===== src/rtl/axil_reg_slave_pkg.sv =====
// Shared AXI4-lite definitions: response codes and a constant clog2 helper.
package axil_defs;

   localparam logic [1:0] AXIL_RESP_OKAY   = 2'b00;
   localparam logic [1:0] AXIL_RESP_SLVERR = 2'b10;

   function automatic int clog2(input int value);
      int result;
      result = 0;
      while ((1 << result) < value) result++;
      return result;
   endfunction

endpackage


===== src/rtl/axil_wr_join.sv =====
// Joins the independent AW and W channels into a single commit strobe with address/data/strobe.
module axil_wr_join #(
   parameter int ADDR_WIDTH = 16,
   parameter int DATA_WIDTH = 32,
   parameter int STRB_WIDTH = DATA_WIDTH/8
) (
   input  logic                  clk,
   input  logic                  rst_n,
   input  logic [ADDR_WIDTH-1:0] awaddr,
   input  logic                  awvalid,
   output logic                  awready,
   input  logic [DATA_WIDTH-1:0] wdata,
   input  logic [STRB_WIDTH-1:0] wstrb,
   input  logic                  wvalid,
   output logic                  wready,
   input  logic                  stall,
   output logic                  commit,
   output logic [ADDR_WIDTH-1:0] commit_addr,
   output logic [DATA_WIDTH-1:0] commit_data,
   output logic [STRB_WIDTH-1:0] commit_strb
);

   logic                  aw_hold_q, aw_hold_d;
   logic                  w_hold_q, w_hold_d;
   logic [ADDR_WIDTH-1:0] addr_q, addr_d;
   logic [DATA_WIDTH-1:0] data_q, data_d;
   logic [STRB_WIDTH-1:0] strb_q, strb_d;
   logic                  aw_fire, w_fire;

   assign awready = !aw_hold_q && !stall;
   assign wready  = !w_hold_q && !stall;
   assign aw_fire = awvalid && awready;
   assign w_fire  = wvalid && wready;

   // A channel counts as available whether it was held earlier or handshakes on this edge.
   assign commit      = (aw_hold_q || aw_fire) && (w_hold_q || w_fire);
   assign commit_addr = aw_hold_q ? addr_q : awaddr;
   assign commit_data = w_hold_q ? data_q : wdata;
   assign commit_strb = w_hold_q ? strb_q : wstrb;

   always_comb begin
      aw_hold_d = aw_hold_q;
      w_hold_d  = w_hold_q;
      addr_d    = addr_q;
      data_d    = data_q;
      strb_d    = strb_q;
      if (commit) begin
         aw_hold_d = 1'b0;
         w_hold_d  = 1'b0;
      end else begin
         if (aw_fire) begin
            aw_hold_d = 1'b1;
            addr_d    = awaddr;
         end
         if (w_fire) begin
            w_hold_d = 1'b1;
            data_d   = wdata;
            strb_d   = wstrb;
         end
      end
   end

   always_ff @(posedge clk or negedge rst_n) begin
      if (!rst_n) begin
         aw_hold_q <= 1'b0;
         w_hold_q  <= 1'b0;
         addr_q    <= '0;
         data_q    <= '0;
         strb_q    <= '0;
      end else begin
         aw_hold_q <= aw_hold_d;
         w_hold_q  <= w_hold_d;
         addr_q    <= addr_d;
         data_q    <= data_d;
         strb_q    <= strb_d;
      end
   end

endmodule


===== src/rtl/axil_reg_slave.sv =====
// AXI4-lite register bank slave. Define AXIL_REG_SLVERR_EN to answer out-of-range accesses with SLVERR.
module axil_reg_slave
   import axil_defs::*;
#(
   parameter int                    DATA_WIDTH  = 32,
   parameter int                    ADDR_WIDTH  = 16,
   parameter int                    STRB_WIDTH  = DATA_WIDTH/8,
   parameter int                    REG_COUNT   = 8,
   parameter logic [DATA_WIDTH-1:0] RESET_VALUE = '0
) (
   input  logic                            clk,
   input  logic                            rst_n,
   input  logic [ADDR_WIDTH-1:0]           s_axil_awaddr,
   input  logic [2:0]                      s_axil_awprot,
   input  logic                            s_axil_awvalid,
   output logic                            s_axil_awready,
   input  logic [DATA_WIDTH-1:0]           s_axil_wdata,
   input  logic [STRB_WIDTH-1:0]           s_axil_wstrb,
   input  logic                            s_axil_wvalid,
   output logic                            s_axil_wready,
   output logic [1:0]                      s_axil_bresp,
   output logic                            s_axil_bvalid,
   input  logic                            s_axil_bready,
   input  logic [ADDR_WIDTH-1:0]           s_axil_araddr,
   input  logic [2:0]                      s_axil_arprot,
   input  logic                            s_axil_arvalid,
   output logic                            s_axil_arready,
   output logic [DATA_WIDTH-1:0]           s_axil_rdata,
   output logic [1:0]                      s_axil_rresp,
   output logic                            s_axil_rvalid,
   input  logic                            s_axil_rready,
   output logic [REG_COUNT*DATA_WIDTH-1:0] reg_q,
   output logic [REG_COUNT-1:0]            reg_wr_pulse
);

   localparam int ADDR_LSB = clog2(STRB_WIDTH);
   localparam int IDX_W    = ADDR_WIDTH - ADDR_LSB;
`ifdef AXIL_REG_SLVERR_EN
   localparam logic [1:0] ERR_RESP = AXIL_RESP_SLVERR;
`else
   localparam logic [1:0] ERR_RESP = AXIL_RESP_OKAY;
`endif

   logic [DATA_WIDTH-1:0] regs_q [REG_COUNT];
   logic [DATA_WIDTH-1:0] regs_d [REG_COUNT];
   logic [REG_COUNT-1:0]  pulse_q, pulse_d;
   logic                  bvalid_q, bvalid_d, rvalid_q, rvalid_d;
   logic [1:0]            bresp_q, bresp_d, rresp_q, rresp_d;
   logic [DATA_WIDTH-1:0] rdata_q, rdata_d;

   logic                  wr_commit;
   logic [ADDR_WIDTH-1:0] wr_addr;
   logic [DATA_WIDTH-1:0] wr_data;
   logic [STRB_WIDTH-1:0] wr_strb;
   logic [IDX_W-1:0]      wr_idx, rd_idx;
   logic                  wr_hit, rd_hit, ar_fire;
   logic                  unused_ok;

   axil_wr_join #(
      .ADDR_WIDTH (ADDR_WIDTH),
      .DATA_WIDTH (DATA_WIDTH),
      .STRB_WIDTH (STRB_WIDTH)
   ) u_wr_join (
      .clk         (clk),
      .rst_n       (rst_n),
      .awaddr      (s_axil_awaddr),
      .awvalid     (s_axil_awvalid),
      .awready     (s_axil_awready),
      .wdata       (s_axil_wdata),
      .wstrb       (s_axil_wstrb),
      .wvalid      (s_axil_wvalid),
      .wready      (s_axil_wready),
      .stall       (bvalid_q),
      .commit      (wr_commit),
      .commit_addr (wr_addr),
      .commit_data (wr_data),
      .commit_strb (wr_strb)
   );

   assign wr_idx  = wr_addr[ADDR_WIDTH-1:ADDR_LSB];
   assign rd_idx  = s_axil_araddr[ADDR_WIDTH-1:ADDR_LSB];
   assign wr_hit  = wr_idx < IDX_W'(REG_COUNT);
   assign rd_hit  = rd_idx < IDX_W'(REG_COUNT);
   assign ar_fire = s_axil_arvalid && !rvalid_q;

   // Sub-word address bits and protection attributes carry no meaning for this bank.
   assign unused_ok = ^{s_axil_awprot, s_axil_arprot, wr_addr, s_axil_araddr};

   always_comb begin
      regs_d   = regs_q;
      pulse_d  = '0;
      bvalid_d = bvalid_q;
      bresp_d  = bresp_q;
      rvalid_d = rvalid_q;
      rresp_d  = rresp_q;
      rdata_d  = rdata_q;
      if (wr_commit) begin
         bvalid_d = 1'b1;
         bresp_d  = wr_hit ? AXIL_RESP_OKAY : ERR_RESP;
         for (int i = 0; i < REG_COUNT; i++) begin
            if (wr_hit && wr_idx == IDX_W'(i)) begin
               pulse_d[i] = 1'b1;
               for (int b = 0; b < STRB_WIDTH; b++)
                  if (wr_strb[b]) regs_d[i][b*8 +: 8] = wr_data[b*8 +: 8];
            end
         end
      end else if (bvalid_q && s_axil_bready) begin
         bvalid_d = 1'b0;
      end
      // Read samples regs_q, so a same-edge write to the same register is not yet visible.
      if (ar_fire) begin
         rvalid_d = 1'b1;
         rresp_d  = rd_hit ? AXIL_RESP_OKAY : ERR_RESP;
         rdata_d  = '0;
         for (int i = 0; i < REG_COUNT; i++)
            if (rd_hit && rd_idx == IDX_W'(i)) rdata_d = regs_q[i];
      end else if (rvalid_q && s_axil_rready) begin
         rvalid_d = 1'b0;
      end
   end

   always_ff @(posedge clk or negedge rst_n) begin
      if (!rst_n) begin
         for (int i = 0; i < REG_COUNT; i++) regs_q[i] <= RESET_VALUE;
         pulse_q  <= '0;
         bvalid_q <= 1'b0;
         bresp_q  <= '0;
         rvalid_q <= 1'b0;
         rresp_q  <= '0;
         rdata_q  <= '0;
      end else begin
         regs_q   <= regs_d;
         pulse_q  <= pulse_d;
         bvalid_q <= bvalid_d;
         bresp_q  <= bresp_d;
         rvalid_q <= rvalid_d;
         rresp_q  <= rresp_d;
         rdata_q  <= rdata_d;
      end
   end

   always_comb begin
      for (int i = 0; i < REG_COUNT; i++) reg_q[i*DATA_WIDTH +: DATA_WIDTH] = regs_q[i];
   end

   assign reg_wr_pulse   = pulse_q;
   assign s_axil_bvalid  = bvalid_q;
   assign s_axil_bresp   = bresp_q;
   assign s_axil_rvalid  = rvalid_q;
   assign s_axil_rresp   = rresp_q;
   assign s_axil_rdata   = rdata_q;
   assign s_axil_arready = !rvalid_q;

endmodule

===== config.mk =====
export PLATFORM = sky130hd
export DESIGN_NAME = axil_reg_slave
export DESIGN_NICKNAME = d
export VERILOG_FILES = /design/src/rtl/axil_reg_slave_pkg.sv /design/src/rtl/axil_wr_join.sv /design/src/rtl/axil_reg_slave.sv
export SDC_FILE = /design/constraint.sdc
export NUM_CORES = 1
export LEC_CHECK = 0
export BUFFER_PORTS_ARGS = -buffer_cell sky130_fd_sc_hd__buf_2
export CAP_MARGIN = 20
export CORE_MARGIN = 2
export CORE_UTILIZATION = 56
export CTS_BUF_LIST = sky130_fd_sc_hd__clkbuf_2 sky130_fd_sc_hd__clkbuf_4 sky130_fd_sc_hd__clkbuf_8
export DETAILED_ROUTE_END_ITERATION = 7
export PLACE_DENSITY = 0.89
export SYNTH_ARGS = -nofsm -noshare
export SYNTH_HDL_FRONTEND = slang
export SYNTH_SLANG_ARGS = --single-unit
export TNS_END_PERCENT = 1

===== constraint.sdc =====
create_clock -name clk -period 2.75 [get_ports clk]
set_clock_uncertainty 0.1 [all_clocks]
set_input_delay 0.1375 -clock clk [delete_from_list [all_inputs] [get_ports clk]]
set_output_delay 0.1375 -clock clk [all_outputs]
set_load 0.01 [all_outputs]

== Yosys cells after proc, flatten, opt, wreduce, memory -nomap -nowiden ==
Index checks and enable logic that the tools add are counted.

* Output and inout port bits: 305
* Logic and storage cells: 156
* Bits in registers: 352
* Input port bits: 81

* Eq/ne operators: 14
* Magnitude comparators: 2
* Reduce and logical (&&, ||, !) cells: 70
* Muxes and demuxes: 28
* Bitwise gates (word level): 1

{| class="wikitable"
|+ Operators with widths
! kind !! count
|-
| $mux W32 || 9
|-
| $eq A14 B3 Y1 const B || 8
|-
| $reduce_and A3 Y1 || 32
|-
| $eq A14 B2 Y1 const B || 4
|-
| $eq A14 B1 Y1 const B || 2
|-
| $logic_not A14 Y1 || 2
|-
| $lt A14 B4 Y1 const B || 2
|-
| $logic_and A1 B1 Y1 || 24
|-
| $mux W1 || 16
|-
| $mux W16 || 1
|-
| $mux W8 || 1
|-
| $reduce_bool A2 Y1 || 4
|-
| $logic_not A1 Y1 || 4
|-
| $mux W4 || 1
|-
| $reduce_and A2 Y1 || 2
|-
| $logic_or A1 B1 Y1 || 2
|-
| $not A1 Y1 || 1
|}

== Logic depth before layout (Yosys ltp) ==
Gate-level depths: netlist of run 1.

* Depth in word-level cells: 10
* Gate-level depth with buffers: 9
* Mapped depth without buffers: 6

== Hierarchy ==
From an unflattened synthesis of run 1, not the netlist that was laid out.

* Cells, all modules: 1149
* Area total of the unflattened synthesis: 16498.3 um2

{| class="wikitable"
|+ Modules (own cells, without submodules)
! module !! cells an instance !! times used !! seq. area each (um2) !! area each (um2)
|-
| axil_reg_slave || 968 || 1 || 7457.2 || 13710.6
|-
| axil_wr_join || 181 || 1 || 1351.3 || 2787.7
|}

== Least setup slack after synthesis of run 1 ==
Ideal clock, no wire load.

* Path type: register to register
* From: register bvalid_q (netlist: s_axil_bvalid)
* To: register regs_q, in the netlist reg_q[224]
* Setup slack: 632 ps
* Cell stages (with the launch flop): 8
* Data arrival time: 1890 ps
* Library setup time: 128 ps
* Period minus slack after synthesis: 2118 ps
* Required time: 2522 ps
* Path buffers: 1
* Cells stage by stage: dfrtp_1 -> nor2b_1 -> o22ai_1 -> or2_1 -> buf_2 -> nor2_8 -> nand3_4 -> mux2_1

* Longest elaborated chain between the ends: 6
* Elaborated cells between the ends (all ways): 9
* Classes of those cells: 9 x reduce/logical

{| class="wikitable"
|+ RTL lines
! element !! line !! RTL
|-
| start: declaration || axil_reg_slave.sv:47 || <nowiki>logic bvalid_q, bvalid_d, rvalid_q, rvalid_d;</nowiki>
|-
| start signal: assignment || axil_reg_slave.sv:134 || <nowiki>bvalid_q <= bvalid_d;</nowiki>
|-
| $logic_not A1 Y1 * || axil_wr_join.sv:30, axil_wr_join.sv:31 ||
|-
| $logic_and A1 B1 Y1 (on tied branches) || axil_wr_join.sv:30, axil_wr_join.sv:31 ||
|-
| $logic_and A1 B1 Y1 (on tied branches) || axil_wr_join.sv:32, axil_wr_join.sv:33 ||
|-
| $logic_or A1 B1 Y1 || axil_wr_join.sv:36 || <nowiki>assign commit = (aw_hold_q || aw_fire) && (w_hold_q || w_fire);</nowiki>
|-
| $logic_and A1 B1 Y1 * || axil_wr_join.sv:36 ||
|-
| $reduce_and A3 Y1 (no line) * || - ||
|-
| end signal: assignment || axil_reg_slave.sv:132 || <nowiki>regs_q <= regs_d;</nowiki>
|-
| end: declaration || axil_reg_slave.sv:44 || <nowiki>logic [DATA_WIDTH-1:0] regs_q [REG_COUNT];</nowiki>
|}

Every way passes the cells marked *; elsewhere a longest branch is shown, timed or not.
A chain may end at the register's enable or synchronous reset.

== Final worst setup path of run 1 ==
* From: register bvalid_q (netlist: s_axil_bvalid)
* To: register regs_q, in the netlist reg_q[152]

The elaborated chain is that of the path after synthesis.

==> results of run 1 <==
## final cells by class
| type | count | area, µm² |
|---|---|---|
| clock buffers | 88 | 1120 |
| well taps | 384 | 480 |
| inverters | 8 | 30.0 |
| flip-flops and latches | 350 | 8760 |
| diodes | 1 | 2.50 |
| fillers | 1900 | 8040 |
| clock inverters | 14 | 115 |
| multi-input cells | 851 | 7250 |
| repair buffers | 474 | 2910 |
## cells in the final DEF (no fill, tap or decap), drive strengths merged, types with 22 or more instances in the layout
cell,n
mux2,344
dfrtp,350
nand3,44
nand2,84
o21ai,58
clkbuf,88
nor2,50
dlygate4sd3,58
o22ai,46
a21oi,65
o211ai,25
buf,416
a221oi,22
nor2b,23
## timing repair
action	4_1_cts	5_1_grt
hold buffers	59	0
hold endpoints to repair	660	0
endpoints found under the setup margin	0	1
resized for setup	0	1
## flip-flops by register name, summed over array words and instances, names as in the netlist
name,flops
reg_q,256
reg_wr_pulse,8
s_axil_bvalid,1
s_axil_rdata,32
s_axil_rvalid,1
u_wr_join.addr_q,14
u_wr_join.aw_hold_q,1
u_wr_join.data_q,32
u_wr_join.strb_q,4
u_wr_join.w_hold_q,1
## worst max-delay path, stage by stage, from the launching register on
cell and delay, ns:
dfrtp_1 0.45, nor2b_1 0.24, o22ai_1 0.16, or2_1 0.39
nor2_8 0.38, nand3_4 0.30, mux2_1 0.41
## where the power goes
part / internal (mW) / switching (mW) / total, mW
Sequential: 5.68 / 0.350 / 6.03
Clock: 2.70 / 2.13 / 4.82
Combinational: 1.06 / 1.59 / 2.64
Total: 9.43 / 4.06 / 13.5
## worst paths after layout
path | start | end | cells after the start
min in group clk | s_axil_arvalid | s_axil_rdata[14]$_DFFE_PN0P_ | 5
min reg2reg | u_wr_join.data_q[18]$_DFFE_PN0P_ | u_wr_join.data_q[18]$_DFFE_PN0P_ | 1
max reg2reg | s_axil_bvalid$_DFFE_PN0P_ | reg_q[152]$_DFFE_PN0P_ | 6
max in group asynchronous | rst_n | reg_q[112]$_DFFE_PN0P_ | 3
max | s_axil_bvalid$_DFFE_PN0P_ | reg_q[152]$_DFFE_PN0P_ | 6
min | rst_n | s_axil_rdata[10]$_DFFE_PN0P_ | 3
## cell usage after synthesis, drive strengths merged, types with 2 or more instances
cell type | instances | area share [%]
clkbuf | 30 | 0.69
a21oi | 65 | 2.0
nor2b | 23 | 0.88
buf | 41 | 1.6
nand2 | 84 | 1.9
mux2i | 3 | 0.21
and2 | 10 | 0.38
o22ai | 46 | 1.8
o31ai | 3 | 0.14
or4bb | 2 | 0.14
o221ai | 4 | 0.21
o211ai | 25 | 1.1
nor4 | 10 | 0.64
a21o | 7 | 0.32
o21ai | 58 | 1.8
nand2b | 5 | 0.19
nor4b | 4 | 0.31
a221oi | 22 | 1.2
inv | 8 | 0.18
dfrtp | 350 | 54
nor2 | 50 | 1.6
or4 | 2 | 0.11
a221o | 2 | 0.12
a22oi | 10 | 0.46
nand3b | 2 | 0.092
a31oi | 3 | 0.11
or2 | 4 | 0.15
nor3 | 6 | 0.21
mux2 | 344 | 24
a32oi | 2 | 0.11
nand3 | 44 | 3.8
## per-layer routing
metal,part of all wire (%),up-vias
met5,0,-
met4,6.6,0
met3,10,275
met2,47,992
met1,36,6891
li1,-,5656
## cells by family (layout without fill, tap and decap cells)
family	after synthesis	in the layout	synth area share, %
other	1	5	0.0229
AOI/OAI and AO/OA	251	251	9.52
buffers and inverters	79	584	2.45
DFF	350	350	53.6
and+or+nand+nor	249	249	10.5
muxes	347	347	23.9
==> impl_metrics.env, run 1 <==
export IMPL_path_clk_slew_ns=0.06
export IMPL_wl_per_cell_um=26.2
export IMPL_avgSynthCellArea_um2=12.8
export IMPL_yosys_warnings=0
export IMPL_tightest_slew_ns=1.11
export IMPL_synth_cell_types=55
export IMPL_timing_final_ws_setup_ns=0.178
export IMPL_drv_slew=0
export IMPL_area_delta_synth_final_pct=26.4
export IMPL_use_met1_pct=44.8
export IMPL_layout_drive_gt1_share_pct=36.9
export IMPL_htree_levels=2
export IMPL_drtIter0Drc=1429
export IMPL_clock_sinks=350
export IMPL_dr_pass1_iters=5
export IMPL_synthArstFlopShare_pct=100
export IMPL_drc=0
export IMPL_gr_usage_all_layers_pct=37.0
export IMPL_place_ws_ns=0.197
export IMPL_setup_viol=0
export IMPL_synth_seq_cells=350
export IMPL_hold_violations=0
export IMPL_cp_end_kind="flip-flop"
export IMPL_holdWs_ns=0.0758
export IMPL_total_power_mw=13.5
export IMPL_min_path_type="in -> async"
export IMPL_synth_edf_count=0
export IMPL_drt_total_wl_mm=56.9
export IMPL_cts_tree="built"
export IMPL_gp_congestion=0.904
export IMPL_nets=1821
export IMPL_avgViaCountPerCell=6.37
export IMPL_rrSetupSlack_ns=0.18
export IMPL_synthFlopType="dfrtp_1"
export IMPL_crit_type="reg -> reg"
export IMPL_port_buffers=371
export IMPL_cp_required_ns=3.11
export IMPL_dp_hpwl_mm=38.4
export IMPL_clockBufferDepth=3
export IMPL_fin_area_um2=20700
export IMPL_grt_max_degree=102
export IMPL_start_util_pct=57.0
export IMPL_met3_usage_pct=9.66
export IMPL_grt_overflow_total=0
export IMPL_busiest_layer="met2"
export IMPL_fmax_mhz=389
export IMPL_maxCapViolations=0
export IMPL_setup_tns_ns=0
export IMPL_max_vdd_ir_drop_uv=654
export IMPL_post_route_period_util_pct=93.5
export IMPL_critical_path_arrival_ns=2.94
export IMPL_final_cell_count_no_fill=2170
export IMPL_cellPowerDensity_nw_per_um2=653
export IMPL_rsz0062_at_grt="no"
export IMPL_core_um2=28700
export IMPL_grt_pass1_vias=14400
export IMPL_slew_headroom_pct=25.7
export IMPL_io_pins=386
export IMPL_dp_cells=2008
export IMPL_grt_pass1_wl_mm=85.6
export IMPL_use_met2_pct=59.5
export IMPL_antenna_found_initial=1
export IMPL_cts_buffers=55
export IMPL_dpl_cell_area_um2=18800
export IMPL_fp_dieH_um=175
export IMPL_root_buffer="clkbuf_8"
export IMPL_utilization_pct=72.0
export IMPL_cp_start_kind="flip-flop"
export IMPL_cts_setup_buffers=0
export IMPL_synth_seq_area_share_pct=53.6
export IMPL_status="finished clean"
export IMPL_die_x_um=175
export IMPL_ant_nets=0
export IMPL_p_leak_nw=10.8
export IMPL_fp_dieArea_um2=30600
export IMPL_rows=62
export IMPL_synthCells=1277
export IMPL_vias=13800
export IMPL_clkLatencyLatePin_ns=0.61
export IMPL_cp_max_fo=10
export IMPL_min_period_ns=2.57
export IMPL_syn_area_um2=16400
Note: power is estimated with default switching activity, not from simulation.
==> run 2, diff against run 1 <==
--- a/config.mk
+++ b/config.mk
@@ -11,8 +11,10 @@
 export CORE_UTILIZATION = 56
 export CTS_BUF_LIST = sky130_fd_sc_hd__clkbuf_2 sky130_fd_sc_hd__clkbuf_4 sky130_fd_sc_hd__clkbuf_8
 export DETAILED_ROUTE_END_ITERATION = 7
+export HOLD_SLACK_MARGIN = 0.02
 export PLACE_DENSITY = 0.89
 export SYNTH_ARGS = -nofsm -noshare
 export SYNTH_HDL_FRONTEND = slang
+export SYNTH_HIERARCHICAL = 1
 export SYNTH_SLANG_ARGS = --single-unit
 export TNS_END_PERCENT = 1
==> impl_metrics.env, run 2 <==
export IMPL_status="finished, violations left"
export IMPL_violations="negative setup slack"
export IMPL_gr_usage_all_layers_pct=36.2
export IMPL_clkLatencyLatePin_ns=0.61
export IMPL_p_leak_nw=11.2
export IMPL_cellPowerDensity_nw_per_um2=625
export IMPL_clkPwrFrac_pct=36.9
export IMPL_drc=0
export IMPL_rows=62
export IMPL_core_um2=28800
export IMPL_fp_dieArea_um2=30700
export IMPL_synthCells=1143
export IMPL_clockBufferDepth=3
export IMPL_combPwrFrac_pct=20.7
export IMPL_min_path_type="in -> async"
export IMPL_utilization_pct=76.8
export IMPL_slew_headroom_pct=53.4
export IMPL_cp_start_kind="flip-flop"
export IMPL_rsz0062_at_grt="yes"
export IMPL_fillerInstances=1583
export IMPL_syn_area_um2=16400
export IMPL_p_int_mw=9.83
export IMPL_tightest_slew_ns=0.699
export IMPL_r2r_start="u_wr_join/aw_hold_q$_DFFE_PN0P_"
export IMPL_fp_dieH_um=175
export IMPL_port_buffers=371
export IMPL_start_util_pct=57.0
export IMPL_area_delta_synth_final_pct=34.8
export IMPL_final_cell_mix="buf_2, dfrtp_1, mux2_4"
export IMPL_gp_congestion=0.878
export IMPL_grt_pass1_wl_mm=84.5
export IMPL_grt_max_degree=84
export IMPL_critical_path_arrival_ns=3.31
export IMPL_post_route_period_util_pct=106
export IMPL_maxCapViolations=0
export IMPL_setup_tns_ns=-23.75
export IMPL_largest_reg_flops=256
export IMPL_place_ws_ns=-0.188
export IMPL_ant_nets=0
export IMPL_r2r_end="reg_q[101]$_DFFE_PN0P_"
export IMPL_holdWs_ns=0.00575
export IMPL_vias=13100
export IMPL_swShare_pct=28.8
export IMPL_path_clk_slew_ns=0.08
export IMPL_cts_tree="built"
export IMPL_dr_pass1_iters=5
export IMPL_root_buffer="clkbuf_8"
export IMPL_seq_area_um2=8760
export IMPL_cp_end_kind="flip-flop"
export IMPL_rrSetupSlack_ns=-0.17
export IMPL_timing_final_ws_setup_ns=-0.165
export IMPL_htree_levels=2
export IMPL_avgViaCountPerCell=6.34
export IMPL_min_period_ns=2.92
export IMPL_multi_input_area_um2=7890
export IMPL_reg2reg_depth=9
export IMPL_antenna_found_initial=2
export IMPL_seq_power_share_pct=42.4
export IMPL_max_vdd_ir_drop_uv=657
export IMPL_setup_viol=246
export IMPL_cts_buffers=57
export IMPL_cp_max_fo=6
export IMPL_layout_drive_gt1_share_pct=59.7
export IMPL_nets=1713
export IMPL_drt_total_wl_mm=57.6
export IMPL_dp_hpwl_mm=34.7
export IMPL_cp_required_ns=3.14
export IMPL_grt_pass1_vias=13900
export IMPL_io_pins=386
export IMPL_fmax_mhz=343
export IMPL_die_x_um=175
export IMPL_avgSynthCellArea_um2=14.4
export IMPL_grt_overflow_total=0
export IMPL_total_power_mw=13.8
export IMPL_netSwitchingPower_mw=3.97
export IMPL_drv_slew=0
export IMPL_hold_violations=0
export IMPL_wl_per_cell_um=27.9
export IMPL_clock_sinks=350
export IMPL_final_common_cell="buf_2"
export IMPL_yosys_warnings=6
export IMPL_drtIter0Drc=1046
export IMPL_crit_type="reg -> reg"
run 2: how the worst max path moves through the flow:
stage | start | end | slack, ns | cells after the start
after CTS | u_wr_join/aw_hold_q$_DFFE_PN0P_ | reg_q[99]$_DFFE_PN0P_ | -0.15 | 8
after global placement | u_wr_join/aw_hold_q$_DFFE_PN0P_ | reg_q[102]$_DFFE_PN0P_ | -0.1 | 8
final | u_wr_join/aw_hold_q$_DFFE_PN0P_ | reg_q[101]$_DFFE_PN0P_ | -0.17 | 9
after detailed placement | u_wr_join/aw_hold_q$_DFFE_PN0P_ | reg_q[102]$_DFFE_PN0P_ | -0.19 | 8
after floorplan | u_wr_join/aw_hold_q$_DFFE_PN0P_ | reg_q[100]$_DFFE_PN0P_ | -0.03 | 8
after global routing | u_wr_join/aw_hold_q$_DFFE_PN0P_ | reg_q[117]$_DFFE_PN0P_ | -0.22 | 9
run 2: power groups by stage:
stage	clock, mW	combinational [mW]	sequential (mW)
after floorplan	0	1.71	5.84
after global placement	0	2.38	5.86
after detailed placement	0	2.47	5.90
after CTS	5.09	2.68	5.82
after global routing	5.38	2.98	5.88
final	5.10	2.86	5.85
run 2: repair_timing:
item | CTS | global route
buffers inserted | 0 | 2
resized for setup | 149 | 57
pin swaps | 10 | 5
hold endpoints to repair | 639 | 0
hold buffers | 62 | 0
setup endpoints to repair | 256 | 256
run 2: area by class of cell:
| type | instances | area share [%] |
|---|---|---|
| antenna | 2 | 0.0226 |
| clock buffer | 97 | 5.47 |
| tap | 384 | 2.17 |
| multi-input combinational | 698 | 35.7 |
| inverter | 7 | 0.119 |
| clock inverter | 8 | 0.430 |
| timing repair buffer | 518 | 16.5 |
| sequential | 350 | 39.6 |
run 2: routing by layer:
layer	global-route usage, %	vias up	wire, µm
met5	0	-	0
met4	18.6	0	3340
met3	8.49	267	5340
met2	60.1	949	28300
met1	44.2	6666	20600
li1	-	5194	-
run 2: metrics by stage:
stage               instance area, µm²  cells
floorplan                        16400   1146
global placement                 19300   1893
detailed placement               19300   1893
CTS                              21900   2060
global route                     22100   2064
finish                           22100   2064
run 2: critical path, stage by stage (launching register included):
cell	delay, ns
dfrtp_1	0.42
buf_6	0.15
buf_4	0.13
mux2_4	0.28
or4_4	0.51
nor4b_4	0.32
buf_4	0.20
and3_4	0.22
buf_12	0.14
mux2_4	0.32
